**src/rtl/process_element_pkg.sv**
```systemverilog
// Shared definitions for the process element datapath.
//  - pe_mode_e  : per-beat operation selector (multiply or accumulate)
//  - sat_signed : clamps a wide signed value into a signed field of a given
//                 width and reports whether clamping was needed
package process_element_pkg;

  typedef enum logic {
    PE_MODE_MUL = 1'b0,
    PE_MODE_ACC = 1'b1
  } pe_mode_e;

  // Widest accumulator the saturation helper can serve
  localparam int unsigned PE_SAT_MAX_WIDTH = 64;

  // Clamp 'value' to the signed range of 'width' bits. 'ovf' is raised when
  // the value lies outside that range. The result is returned at full helper
  // width; callers truncate to their own width.
  function automatic logic signed [PE_SAT_MAX_WIDTH:0] sat_signed(
    input  logic signed [PE_SAT_MAX_WIDTH:0] value,
    input  int unsigned                      width,
    output logic                             ovf
  );
    logic signed [PE_SAT_MAX_WIDTH:0] max_v;
    logic signed [PE_SAT_MAX_WIDTH:0] min_v;
    logic signed [PE_SAT_MAX_WIDTH:0] res_v;
    max_v = (65'sd1 <<< (width - 32'd1)) - 65'sd1;
    min_v = -(65'sd1 <<< (width - 32'd1));
    if (value > max_v) begin
      res_v = max_v;
      ovf   = 1'b1;
    end else if (value < min_v) begin
      res_v = min_v;
      ovf   = 1'b1;
    end else begin
      res_v = value;
      ovf   = 1'b0;
    end
    return res_v;
  endfunction

endpackage

```
**src/rtl/process_element_mul_pipe.sv**
```systemverilog
// MUL_STAGES-deep signed multiplier with valid/mode/last sideband.
//  Stage 0 registers the operands, stage 1 registers the full-width product,
//  stages 2..MUL_STAGES-1 are plain retiming registers. Everything advances
//  only when ce=1; reset (active-low, synchronous) clears all stages.
// Ports:
//  clk, reset, ce         clock, sync active-low reset, clock enable
//  in_valid/in_mode/in_last, din0, din1   incoming beat
//  p_valid/p_mode/p_last, p               beat leaving the last stage
module process_element_mul_pipe
  import process_element_pkg::*;
#(
  parameter int DIN0_WIDTH = 16,
  parameter int DIN1_WIDTH = 8,
  parameter int MUL_STAGES = 4
) (
  input  logic                                   clk,
  input  logic                                   reset,
  input  logic                                   ce,
  input  logic                                   in_valid,
  input  logic signed [DIN0_WIDTH-1:0]           din0,
  input  logic signed [DIN1_WIDTH-1:0]           din1,
  input  logic                                   in_mode,
  input  logic                                   in_last,
  output logic                                   p_valid,
  output logic signed [DIN0_WIDTH+DIN1_WIDTH-1:0] p,
  output logic                                   p_mode,
  output logic                                   p_last
);

  localparam int PW = DIN0_WIDTH + DIN1_WIDTH;

  logic signed [DIN0_WIDTH-1:0] a_r;
  logic signed [DIN1_WIDTH-1:0] b_r;
  logic signed [PW-1:0]         a_ext_s;
  logic signed [PW-1:0]         b_ext_s;
  logic signed [PW-1:0]         prod_s;
  logic signed [PW-1:0]         prod_r [MUL_STAGES-1];
  logic [MUL_STAGES-1:0]        valid_r;
  logic [MUL_STAGES-1:0]        mode_r;
  logic [MUL_STAGES-1:0]        last_r;

  // Sign-extend operands to product width so the multiply is exact
  always_comb begin
    a_ext_s = {{DIN1_WIDTH{a_r[DIN0_WIDTH-1]}}, a_r};
    b_ext_s = {{DIN0_WIDTH{b_r[DIN1_WIDTH-1]}}, b_r};
    prod_s  = a_ext_s * b_ext_s;
  end

  // Operand, product and retime registers plus sideband shift chain
  always_ff @(posedge clk) begin
    if (!reset) begin
      a_r     <= {DIN0_WIDTH{1'b0}};
      b_r     <= {DIN1_WIDTH{1'b0}};
      valid_r <= {MUL_STAGES{1'b0}};
      mode_r  <= {MUL_STAGES{1'b0}};
      last_r  <= {MUL_STAGES{1'b0}};
      for (int i = 0; i < MUL_STAGES - 1; i++) begin
        prod_r[i] <= {PW{1'b0}};
      end
    end else if (ce) begin
      a_r       <= din0;
      b_r       <= din1;
      valid_r   <= {valid_r[MUL_STAGES-2:0], in_valid};
      mode_r    <= {mode_r[MUL_STAGES-2:0], in_mode};
      last_r    <= {last_r[MUL_STAGES-2:0], in_last};
      prod_r[0] <= prod_s;
      for (int i = 1; i < MUL_STAGES - 1; i++) begin
        prod_r[i] <= prod_r[i-1];
      end
    end
  end

  assign p_valid = valid_r[MUL_STAGES-1];
  assign p_mode  = mode_r[MUL_STAGES-1];
  assign p_last  = last_r[MUL_STAGES-1];
  assign p       = prod_r[MUL_STAGES-2];

endmodule

```
**src/rtl/process_element_mac_pipe.sv**
```systemverilog
// Signed multiply-accumulate pipeline for the process element datapath.
//  Products come from process_element_mul_pipe; this level owns the
//  accumulator, the group-open flag, the sticky overflow flag and the
//  registered outputs. Result appears MUL_STAGES+1 enabled edges after the
//  beat is accepted (the acceptance edge counts as the first).
// Ports:
//  clk       clock, all state on rising edge
//  reset     synchronous active-low reset
//  ce        clock enable; 0 freezes everything except out_valid (clears)
//  in_valid  beat present on din0/din1/in_mode/in_last
//  din0/din1 signed operands
//  in_mode   0 multiply, 1 accumulate
//  in_last   closes an accumulation group
//  out_valid one-cycle pulse per result
//  dout      signed result
//  ovf       saturation/wrap seen in the reported group
module process_element_mac_pipe
  import process_element_pkg::*;
#(
  parameter int DIN0_WIDTH = 16,
  parameter int DIN1_WIDTH = 8,
  parameter int MUL_STAGES = 4,
  parameter int ACC_WIDTH  = 32,
  parameter int SATURATE   = 1
) (
  input  logic                         clk,
  input  logic                         reset,
  input  logic                         ce,
  input  logic                         in_valid,
  input  logic signed [DIN0_WIDTH-1:0] din0,
  input  logic signed [DIN1_WIDTH-1:0] din1,
  input  logic                         in_mode,
  input  logic                         in_last,
  output logic                         out_valid,
  output logic signed [ACC_WIDTH-1:0]  dout,
  output logic                         ovf
);

  localparam int PW = DIN0_WIDTH + DIN1_WIDTH;

  logic                        mul_valid_s;
  logic signed [PW-1:0]        mul_p_s;
  logic                        mul_mode_s;
  logic                        mul_last_s;

  logic signed [ACC_WIDTH-1:0] p_ext_s;
  logic signed [ACC_WIDTH-1:0] base_s;
  logic signed [ACC_WIDTH:0]   sum_s;
  logic signed [ACC_WIDTH-1:0] acc_sat_s;
  logic signed [ACC_WIDTH-1:0] acc_next_s;
  logic                        sat_ovf_s;

  logic signed [ACC_WIDTH-1:0] acc_r;
  logic                        group_open_r;
  logic                        sticky_r;
  logic                        out_valid_r;
  logic signed [ACC_WIDTH-1:0] dout_r;
  logic                        ovf_r;

  process_element_mul_pipe #(
    .DIN0_WIDTH (DIN0_WIDTH),
    .DIN1_WIDTH (DIN1_WIDTH),
    .MUL_STAGES (MUL_STAGES)
  ) u_mul (
    .clk      (clk),
    .reset    (reset),
    .ce       (ce),
    .in_valid (in_valid),
    .din0     (din0),
    .din1     (din1),
    .in_mode  (in_mode),
    .in_last  (in_last),
    .p_valid  (mul_valid_s),
    .p        (mul_p_s),
    .p_mode   (mul_mode_s),
    .p_last   (mul_last_s)
  );

  // Accumulate path: one extra bit on the sum exposes any overflow
  always_comb begin
    sat_ovf_s = 1'b0;
    p_ext_s   = ACC_WIDTH'(mul_p_s);
    if (group_open_r) begin
      base_s = acc_r;
    end else begin
      base_s = {ACC_WIDTH{1'b0}};
    end
    sum_s     = (ACC_WIDTH+1)'(base_s) + (ACC_WIDTH+1)'(p_ext_s);
    acc_sat_s = ACC_WIDTH'(sat_signed(65'(sum_s), ACC_WIDTH, sat_ovf_s));
    if (SATURATE != 0) begin
      acc_next_s = acc_sat_s;
    end else begin
      acc_next_s = sum_s[ACC_WIDTH-1:0];
    end
  end

  // Accumulator, group tracking and registered result
  always_ff @(posedge clk) begin
    if (!reset) begin
      acc_r        <= {ACC_WIDTH{1'b0}};
      group_open_r <= 1'b0;
      sticky_r     <= 1'b0;
      out_valid_r  <= 1'b0;
      dout_r       <= {ACC_WIDTH{1'b0}};
      ovf_r        <= 1'b0;
    end else if (!ce) begin
      // Stalled: the pulse must not repeat, everything else holds
      out_valid_r <= 1'b0;
    end else begin
      out_valid_r <= 1'b0;
      if (mul_valid_s) begin
        if (mul_mode_s == PE_MODE_MUL) begin
          // Plain product; any open group is abandoned
          dout_r       <= p_ext_s;
          ovf_r        <= 1'b0;
          out_valid_r  <= 1'b1;
          acc_r        <= {ACC_WIDTH{1'b0}};
          group_open_r <= 1'b0;
          sticky_r     <= 1'b0;
        end else if (mul_last_s) begin
          dout_r       <= acc_next_s;
          ovf_r        <= sticky_r | sat_ovf_s;
          out_valid_r  <= 1'b1;
          group_open_r <= 1'b0;
          sticky_r     <= 1'b0;
        end else begin
          acc_r        <= acc_next_s;
          group_open_r <= 1'b1;
          sticky_r     <= sticky_r | sat_ovf_s;
        end
      end
    end
  end

  assign out_valid = out_valid_r;
  assign dout      = dout_r;
  assign ovf       = ovf_r;

endmodule

```
**config.mk**
```make
export PLATFORM = sky130hd
export DESIGN_NAME = process_element_mac_pipe
export DESIGN_NICKNAME = d
export VERILOG_FILES = /design/src/rtl/process_element_pkg.sv /design/src/rtl/process_element_mul_pipe.sv /design/src/rtl/process_element_mac_pipe.sv
export SDC_FILE = /design/constraint.sdc
export NUM_CORES = 1
export LEC_CHECK = 0
export BUFFER_PORTS_ARGS = -buffer_cell sky130_fd_sc_hd__buf_2
export CORE_MARGIN = 10
export CORE_UTILIZATION = 28
export CTS_CLUSTER_DIAMETER = 60
export CTS_CLUSTER_SIZE = 40
export DETAILED_ROUTE_END_ITERATION = 8
export GPL_TIMING_DRIVEN = 0
export MAX_ROUTING_LAYER = met4
export SLEW_MARGIN = 5
export SYNTH_ARGS = -nofsm -noshare
export SYNTH_HDL_FRONTEND = slang
export SYNTH_SLANG_ARGS = --single-unit
```
**constraint.sdc**
```tcl
create_clock -name clk -period 6.8 [get_ports clk]
set_clock_uncertainty 0.05 [all_clocks]
set_input_delay 1.02 -clock clk [delete_from_list [all_inputs] [get_ports clk]]
set_output_delay 1.02 -clock clk [all_outputs]
set_load 0.02 [all_outputs]
```
Yosys cells after proc, flatten, opt, wreduce, memory -nomap -nowiden --
Memory sizes are Yosys's and may differ from the RTL's. Index checks and enable logic that the tools add are counted.
Word-level totals: bits in writable memories 72, bits in registers 104, output and inout bits 34, memories kept 1
Memory list:
- u_mul.prod_r | depth 3, bits a word 24, rd ports 3, clocked after memory_dff 0, wr ports 3, line process_element_mul_pipe.sv:37 | logic signed [PW-1:0] prod_r [MUL_STAGES-1];
Operators by class: $lt $le $gt $ge 2, reductions and logical operators 4, $add $sub $neg 1, multiplexer cells 24, equality and inequality tests 2, bitwise operators 4, multipliers 1
Operators with widths (count):
- 2-to-1 mux 32 bit | 7
- 2-to-1 mux 24 bit | 3
- adder 32 x 24 -> 33 bit | 1
- > comparator 33 x 32 -> 1 bit, second input constant | 1
- < comparator 33 x 32 -> 1 bit, second input constant | 1
- multiplier 16 x 8 -> 24 bit | 1
- 2-to-1 mux 1 bit | 14
- AND reduction 3 bit | 3
- inequality test 2 bit, second input constant | 2
- OR 1 bit | 4
- AND reduction 2 bit | 1

Logic depth before layout (Yosys ltp) --
Gate-level depths: netlist of run 1.
word-level depth 8, depth in mapped cells 21

Cells and area by module --
Synthesis of run 1 repeated with hierarchy kept, for this count alone.
Second synthesis, totals: cell total of the unflattened synthesis 1474, area total of the unflattened synthesis 13654.3 µm²
Modules (own cells, without submodules):
- process_element_mul_pipe | times used 1, cells each 842, seq. area each 2882.8 µm², area each 8807.2 µm²
- process_element_mac_pipe | times used 1, cells each 632, seq. area each 1361.3 µm², area each 4847.1 µm²

Least setup slack after synthesis of run 1 --
No wires, ideal clock.
path type reg2reg, start point reg u_mul.b_r[6], end point mem u_mul.prod_r[0][17] (netlist name), data pin, cell stages (with the launch flop) 19, slack 1644 ps, path buffers 1, setup time 266 ps, period minus slack after synthesis 5156 ps, data required time 6484 ps, arrival time 4840 ps, path through dfxtp_1 -> clkbuf_1 -> nand2_1 -> fa_1 -> fa_1 -> fa_1 -> fa_1 -> inv_1 -> ha_1 -> or4_1 -> o21ai_0 -> inv_1 -> a31oi_1 -> o21bai_1 -> a211oi_1 -> o21bai_1 -> a21oi_1 -> xor2_1 -> nor2_1
RTL lines:
- start: declaration | line process_element_mul_pipe.sv:33 | logic signed [DIN1_WIDTH-1:0] b_r;
- start signal: assignment | line process_element_mul_pipe.sv:53 | b_r <= {DIN1_WIDTH{1'b0}};
- start signal: assignment | line process_element_mul_pipe.sv:62 | b_r <= din1;
- end: declaration | line process_element_mul_pipe.sv:37

==> flow_summary.ini, run 1 <==
[run_status]
status = finished clean

[yosys]
syn_nets = 1597
yosys.area_share.simple_pct = 18.1
synth_cells = 1386
synth-seq-cells = 176
yosys-mux-area-fraction_pct = 2.82
syn_area_per_cell_um2 = 9.48
synthDistinctLibCells = 68
synth_top_family_by_area = adder cells
synth-async-reset-ratio_pct = 0
synth_edf_count = 72
netlist_area_mm2 = 0.0131
ys_seq_area_share_pct = 32.3
synth-xor-area-share_pct = 3.28
synth_compound_area_share_pct = 14.0
yosys_warnings = 0
yosys_most_used_dff = dfxtp_1
synthAdderAreaFrac_pct = 23.5

[global_routing]
gr-usage-met2_pct = 22.5
grt_max_degree = 40
grt_pass1_wl_um = 57600
met1_usage_pct = 16.2
track_usage_pct = 13.3
overflow = 0
top_usage_layer = met2
antenna_found_initial = 0
met3_usage_pct = 2.19
grt_pass1_vias = 10500

[clock_network]
clk_pin_slew_ps = 80
clockBufferDepth = 2
h-tree-depth = 4
cts_hold_buf = 0
cts_buffers = 17
post_cts_buffers = 0
ctsResizeCount = 0
cts_sinks = 176
tritoncts = built
clk_latency_ps = 460
clock-root-buffer = clkbuf_16

[timing]
worstMarginPinSlew_ps = 1020
final_max_slew_viol_count = 0
final-setup-viol-count = 0
fmax_mhz = 167
max_slew_margin_pct = 32.3
fin_crit_ps = 5990
worst_slack_ps = 805
fin_setup_tns_ps = 0
period_share_pct = 88.2
hold_viol = 0
grt_setup_unrepaired = false

[route]
post-route-drc-count = 0
num_vias = 10200
drtIter0Drc = 769
antenna_left = 0
firstDrtPassIters = 5
wire_per_inst_um = 17.4
finalWirelength_um = 36400
avgViaCountPerCell = 4.86

[power]
peakVddDrop_uv = 169
leakage_nw = 6.71
cellPowerDensity_mw_per_mm2 = 175

[die]
die_w_um = 237
rows = 79
io-pin-count = 64
die_y_um = 237
core_mm2 = 0.0465
initial_core_util_pct = 28.3
fp.dieArea_mm2 = 0.0560

[setup_path]
crit_buf_inv = 3
setup.worst_path.end_class = flop
arrival_ps = 6130
crit_family = adder cells
worstPathMaxFanout = 10
cpMostUsedCell = fa_1
slowest_delay_ps = 550
worstSetupStartpointType = flop
required_ps = 6930
path_cells = clkbuf_1 -> nand2_1 -> fa_1 -> fa_1 -> fa_1 -> fa_1 -> inv_1 -> ha_1 -> or4_1 -> o21ai_0 -> inv_1 -> a31oi_1 -> o21bai_1 -> a211oi_1 -> o21bai_1 -> a21oi_1 -> xor2_1 -> nor2_1
criticalPathCategory = flop to flop
cp_slowest_cell = dfxtp_1

[place]
place_congestion = 0.927
dp_hpwl_um = 28400
dp_slack_ps = 906
port_buffers = 63

[finish]
final_util_pct = 32.0
layout-area-overhead-vs-synth_pct = 13.0
layout-drive-gt1-share_pct = 7.83
fin_nets = 1680
antenna_cells = 0

[min_path]
hold_path.class = flop to flop

[run]
max_cap_viol_count = 0
[final timing paths]
path | startpoint | end | slack (ps) | cells past startpoint
max | u_mul.b_r[6] | u_mul.prod_r[0][17] | 810 | 18
min | acc_r[26] | acc_r[26] | 400 | 1
max reg2reg | u_mul.b_r[6] | u_mul.prod_r[0][17] | 810 | 18
min reg2reg | acc_r[26] | acc_r[26] | 400 | 1
[cells in the final DEF (no fill, tap or decap), types with 17 or more instances in the layout]
cell | netlist | final
a21oi_1 | 99 | 99
fa_1 | 104 | 104
nand3_1 | 22 | 22
and2_1 | 123 | 123
nor2_1 | 54 | 54
mux2i_1 | 37 | 37
and3_1 | 56 | 56
ha_1 | 77 | 77
o211ai_1 | 17 | 17
xnor2_1 | 31 | 31
clkbuf_16 | 0 | 18
o21ai_1 | 26 | 26
dfxtp_1 | 104 | 104
a21o_1 | 31 | 31
edfxtp_1 | 72 | 72
clkbuf_1 | 57 | 57
nor2b_1 | 42 | 42
inv_1 | 144 | 144
buf_2 | 3 | 66
nand2_1 | 98 | 98
o21ai_0 | 48 | 48
[synth_stat cells (6+ instances only)]
cell type	count	share of area [%]
a21o_1	31	1.8
inv_1	144	4.1
ha_1	77	7.3
o21ai_0	48	1.8
and2_1	123	5.9
nor2b_1	42	2.0
and3_1	56	2.7
nor3_1	8	0.30
nand3_1	22	0.84
xor2_1	15	1.0
fa_1	104	16
edfxtp_1	72	16
nand2b_1	16	0.76
nor2_1	54	1.5
nand2_1	98	2.8
a21oi_1	99	3.8
a211oi_1	7	0.40
mux2i_1	37	2.8
o21ai_1	26	0.99
dfxtp_1	104	16
or3_1	10	0.48
clkbuf_1	57	1.6
xnor2_1	31	2.1
o211ai_1	17	0.97
o21bai_1	6	0.34
[routing by layer]
| metal | share of wire [%] | up-vias |
|---|---|---|
| met3 | 4.6 | 31 |
| li1 | - | 4848 |
| met5 | 0 | - |
| met2 | 50 | 246 |
| met4 | 1.5 | 0 |
| met1 | 44 | 5034 |
[registers in the layout (all words and copies together), names as in the netlist]
signal and flops:
u_mul.prod_r 72, acc_r 32, dout 32, u_mul.a_r 16, u_mul.b_r 8, u_mul.last_r 4
u_mul.mode_r 4, u_mul.valid_r 4, group_open_r 1, out_valid 1, ovf 1, sticky_r 1
[worst reg2reg max path, delay by kind of cell, from the launching register on]
family,cells,cell delay (ps)
AO/OA/AOI/OAI,6,1100
XOR/XNOR,1,190
adder cells (fa/ha/maj),5,2450
buffers and inverters,3,610
flip-flops,1,550
AND/OR/NAND/NOR,3,760
[kinds of logic after synthesis]
logic type	Yosys count
XOR/XNOR	47
AND/OR/NAND/NOR	444
buffers and inverters	209
AO/OA/AOI/OAI	288
multiplexers	37
adder cells (fa/ha/maj)	185
flip-flops	176
[final cells by class]
type                       count  area, um2
buffer                        64        255
clock buffer                  18        450
clock inverter                14        159
fill                        4814      31600
inverter                     145        544
multi-input combinational   1001       8110
sequential                   176       4240
tap                          607        759
timing repair buffer          64        335
[power by group]
group          total, mW  internal (mW)  switching [mW]
Combinational      0.395          0.155           0.240
Sequential          1.19           1.14          0.0417
Clock               1.02          0.517           0.503
[stage by stage]
stage	area, um2	std cells	hold WS [ps]	total power [mW]
6_report	14900	2089	400	2.60
5_1_grt	14900	2089	416	2.72
4_1_cts	14900	2089	404	2.63
3_5_place_dp	14200	2057	383	1.61
3_3_place_gp	14200	2056	376	1.60
2_1_floorplan	13100	1386	357	1.48
(Power assumes the default switching activity.)
==> run 2: changes to the inputs <==
--- a/config.mk
+++ b/config.mk
@@ -11,7 +11,6 @@
 export CTS_CLUSTER_DIAMETER = 60
 export CTS_CLUSTER_SIZE = 40
 export DETAILED_ROUTE_END_ITERATION = 8
-export GPL_TIMING_DRIVEN = 0
 export MAX_ROUTING_LAYER = met4
 export SLEW_MARGIN = 5
 export SYNTH_ARGS = -nofsm -noshare
==> flow_summary.ini, run 2 (synthesis gave the netlist of run 1 again) <==
[die]
core_mm2 = 0.0465
fp.dieArea_mm2 = 0.0560
io-pin-count = 64
rows = 79
initial_core_util_pct = 28.3
die_y_um = 237
die_w_um = 237

[setup_path]
required_ps = 6930
setup.worst_path.end_class = flop
path_cells = nand2_1 -> fa_1 -> fa_1 -> fa_1 -> fa_1 -> inv_1 -> ha_1 -> or4_1 -> o21ai_0 -> inv_1 -> a31oi_1 -> o21bai_1 -> a211oi_1 -> o21bai_1 -> a21oi_1 -> xor2_1 -> nor2_1
arrival_ps = 5710
worstPathMaxFanout = 17
cpMostUsedCell = fa_1
r2r_setup_slack_ps = 1220
cp_slowest_cell = dfxtp_1
rr_startpoint = u_mul.b_r[6]
slowest_delay_ps = 700
criticalPathCategory = flop to flop
worstSetupStartpointType = flop
worstSetupStartpoint = u_mul.b_r[6]

[route]
antenna_left = 0
drtIter0Drc = 789
finalWirelength_um = 33700
post-route-drc-count = 0
firstDrtPassIters = 5
wire_per_inst_um = 16.6
num_vias = 9901
avgViaCountPerCell = 4.87

[timing]
grt_setup_unrepaired = false
final-setup-viol-count = 0
final_max_slew_viol_count = 0
fin_crit_ps = 5580
hold_viol = 0
max_slew_margin_pct = 32.3
period_share_pct = 82.0
whs_ps = 397
fmax_mhz = 179
fin_setup_tns_ps = 0
worstMarginPinSlew_ps = 1020

[finish]
layout-drive-gt1-share_pct = 8.35
multi_input_area_mm2 = 0.00810
final_cell_mix = inv_1, and2_1, fa_1, dfxtp_1
fin_nets = 1624
final_util_pct = 31.6
seq_area_mm2 = 0.00424
final_common_cell = inv_1
largest_register = u_mul.prod_r
layout-area-overhead-vs-synth_pct = 11.8
antenna_cells = 0
largest_reg_flops = 72
fill_cells = 4874
design_area_mm2 = 0.0147

[clock_network]
ctsResizeCount = 0
cts_buffers = 17
clk_pin_slew_ps = 80
clockBufferDepth = 2
h-tree-depth = 4
cts_hold_buf = 0
clk_latency_ps = 460
post_cts_buffers = 0
tritoncts = built
cts_sinks = 176
clock-root-buffer = clkbuf_16

[global_routing]
grt_pass1_vias = 9883
grt_max_degree = 64
antenna_found_initial = 0
track_usage_pct = 12.3
grt_pass1_wl_um = 54800
overflow = 0

[min_path]
hold_path.class = flop to flop
min-delay-start = acc_r[3]

[place]
place_congestion = 0.881
placed_cell_area_mm2 = 0.0140
dp_hpwl_um = 24800
port_buffers = 63

[run]
max_cap_viol_count = 0

[power]
leakage_nw = 6.67
peakVddDrop_uv = 307
cellPowerDensity_mw_per_mm2 = 180

[run_status]
status = finished clean
## run 2: final timing paths
kind / end / cells after the start
worst min-delay path: acc_r[3] / 2
worst max register to register: u_mul.prod_r[0][17] / 17
worst max-delay path: u_mul.prod_r[0][17] / 17
worst min register to register: acc_r[3] / 2
## run 2: final cells by class
type	count	area share, %
Clock buffer	18	3.07
Clock inverter	14	1.39
Inverter	145	3.70
Multi-Input combinational cell	1001	55.2
Sequential cell	176	28.9
Tap cell	607	5.17
Timing Repair Buffer	72	2.64
## run 2: stage by stage
stage               setup slack, ps  power, mW  instances
detailed placement             1300       1.59       2001
floorplan                      1640       1.48       1386
CTS                            1260       2.68       2033
finish                         1220       2.65       2033
global route                    827       2.77       2033
global placement               1380       1.58       2001
## run 2: layer usage
| metal | part of all wire, % | global-route usage [%] | vias up |
|---|---|---|---|
| met5 | 0 | - | - |
| met4 | 1.4 | 3.22 | 0 |
| met3 | 4.3 | 2.40 | 36 |
| met2 | 49 | 19.9 | 213 |
| met1 | 45 | 15.6 | 4907 |
| li1 | - | - | 4745 |
## run 2: power by group
part / switching, mW / internal [mW] / total, mW
Clock: 0.527 / 0.561 / 1.09
Combinational: 0.219 / 0.149 / 0.368
Sequential: 0.0468 / 1.14 / 1.19
## run 2: critical path: cells and delay by family, from the launching register on
kind | cells | cell delay (ps)
DFF | 1 | 700
buffers and inverters | 2 | 130
adders and majority gates | 5 | 2420
AOI/OAI and AO/OA | 6 | 1130
xor gates and xnor gates | 1 | 160
and+or+nand+nor | 3 | 720
==> run 3: changes to the inputs <==
==> constraint.sdc (replaced) <==
create_clock -name clk -period 5.3 [get_ports clk]
set_clock_uncertainty 0.05 [all_clocks]
set_input_delay 0.795 -clock clk [delete_from_list [all_inputs] [get_ports clk]]
set_output_delay 0.795 -clock clk [all_outputs]
set_load 0.02 [all_outputs]
==> flow_summary.ini, run 3 (synthesis gave the netlist of run 1 again) <==
[clock_network]
clk_pin_slew_ps = 70
cts_sinks = 176
cts_hold_buf = 0
tritoncts = built
clk_latency_ps = 460
cts_buffers = 17
h-tree-depth = 4
clock-root-buffer = clkbuf_16
clockBufferDepth = 2

[setup_path]
path_cells = nand2_1 -> fa_1 -> fa_1 -> fa_1 -> fa_1 -> inv_1 -> ha_1 -> or4_1 -> o21ai_0 -> inv_1 -> a31oi_1 -> o21bai_2 -> a211oi_2 -> o21bai_1 -> a21oi_2 -> xor2_1 -> nor2_1
setup.worst_path.end_class = flop
cpMostUsedCell = fa_1
rr_startpoint = u_mul.a_r[2]
criticalPathCategory = flop to flop
worstPathMaxFanout = 6
cp_slowest_cell = fa_1
r2r_setup_slack_ps = 220
arrival_ps = 5210
r2r_end = u_mul.prod_r[0][17]
cp-endpoint = u_mul.prod_r[0][17]
slowest_delay_ps = 540
worstSetupStartpointType = flop
worstSetupStartpoint = u_mul.a_r[2]
required_ps = 5430
reg2reg_depth = 17

[finish]
largest_reg_flops = 72
final_common_cell = inv_1
stdcell_count = 2071
final_util_pct = 32.2
fin_nets = 1663
layout-drive-gt1-share_pct = 11.3
largest_register = u_mul.prod_r
final_cell_mix = inv_1, and2_1, fa_1
antenna_cells = 0
layout-area-overhead-vs-synth_pct = 13.9

[min_path]
min_path_cells = 2
hold_path.class = flop to flop

[global_routing]
grt_pass1_vias = 9934
grt_pass1_wl_um = 54600
antenna_found_initial = 0
track_usage_pct = 12.4
grt_max_degree = 69
overflow = 0

[timing]
final_max_slew_viol_count = 0
max_slew_margin_pct = 22.7
fin_crit_ps = 5080
whs_ps = 393
worstMarginPinSlew_ps = 1160
fmax_mhz = 197
period_share_pct = 95.8
hold_viol = 0
final-setup-viol-count = 0

[die]
core_mm2 = 0.0465
rows = 79
fp.dieArea_mm2 = 0.0560
die_w_um = 237
io-pin-count = 64
die_y_um = 237
initial_core_util_pct = 28.3

[route]
finalWirelength_um = 33700
post-route-drc-count = 0
firstDrtPassIters = 5
drtIter0Drc = 682
antenna_left = 0
wire_per_inst_um = 16.3
num_vias = 9934
avgViaCountPerCell = 4.80

[place]
place_congestion = 0.895
dp_hpwl_um = 26100
placed_cells = 2039
port_buffers = 63

[power]
cellPowerDensity_mw_per_mm2 = 224
leakage_nw = 6.86
total_power_mw = 3.35
peakVddDrop_uv = 270

[run]
max_cap_viol_count = 0

[run_status]
status = finished clean
-- run 3: how the worst min path moves through the flow --
stage,from,endpoint,slack [ps]
floorplan,acc_r[20],acc_r[20],360
CTS,acc_r[20],acc_r[20],390
finish,acc_r[3],acc_r[3],390
global placement,acc_r[20],acc_r[20],370
global route,acc_r[14],acc_r[14],420
detailed placement,acc_r[20],acc_r[20],380
-- run 3: cell type report --
cell class	count	area [um2]
clock buffers	19	464
clock inverters	12	134
fillers	4852	31500
inverters	145	544
multi-input cells	1001	8130
flip-flops and latches	176	4250
well taps	607	759
repair buffers	111	688
-- run 3: routing by layer --
metal	global-route usage (%)	wire length, um
met1	15.5	15200
met3	2.17	1400
met5	-	0
met4	3.67	609
met2	20.0	16500
-- run 3: critical path, delay by kind of cell, from the launching register on --
kind            cells  cell delay (ps)
fa+ha+maj           5             2370
compound gates      6              970
simple gates        3              680
flops               1              450
xor+xnor            1              150
buf+inv             2              130
-- run 3: where the power goes --
| group | internal, mW | switching [mW] |
|---|---|---|
| Clock | 0.722 | 0.595 |
| Sequential | 1.47 | 0.0444 |
| Combinational | 0.214 | 0.306 |
| Total | 2.40 | 0.946 |
-- run 3: repair_timing --
item | CTS | global route
resized for setup | 0 | 15
buffers inserted | 0 | 1
setup endpoints to repair | 0 | 7
-- run 3: stage by stage --
step	setup TNS [ps]	cell area, um2	worst slack [ps]
CTS	0	14900	59.7
floorplan	0	13100	144
finish	0	15000	220
detailed placement	0	14300	77.5
global route	-13.5	15000	-13.5
global placement	0	14300	147
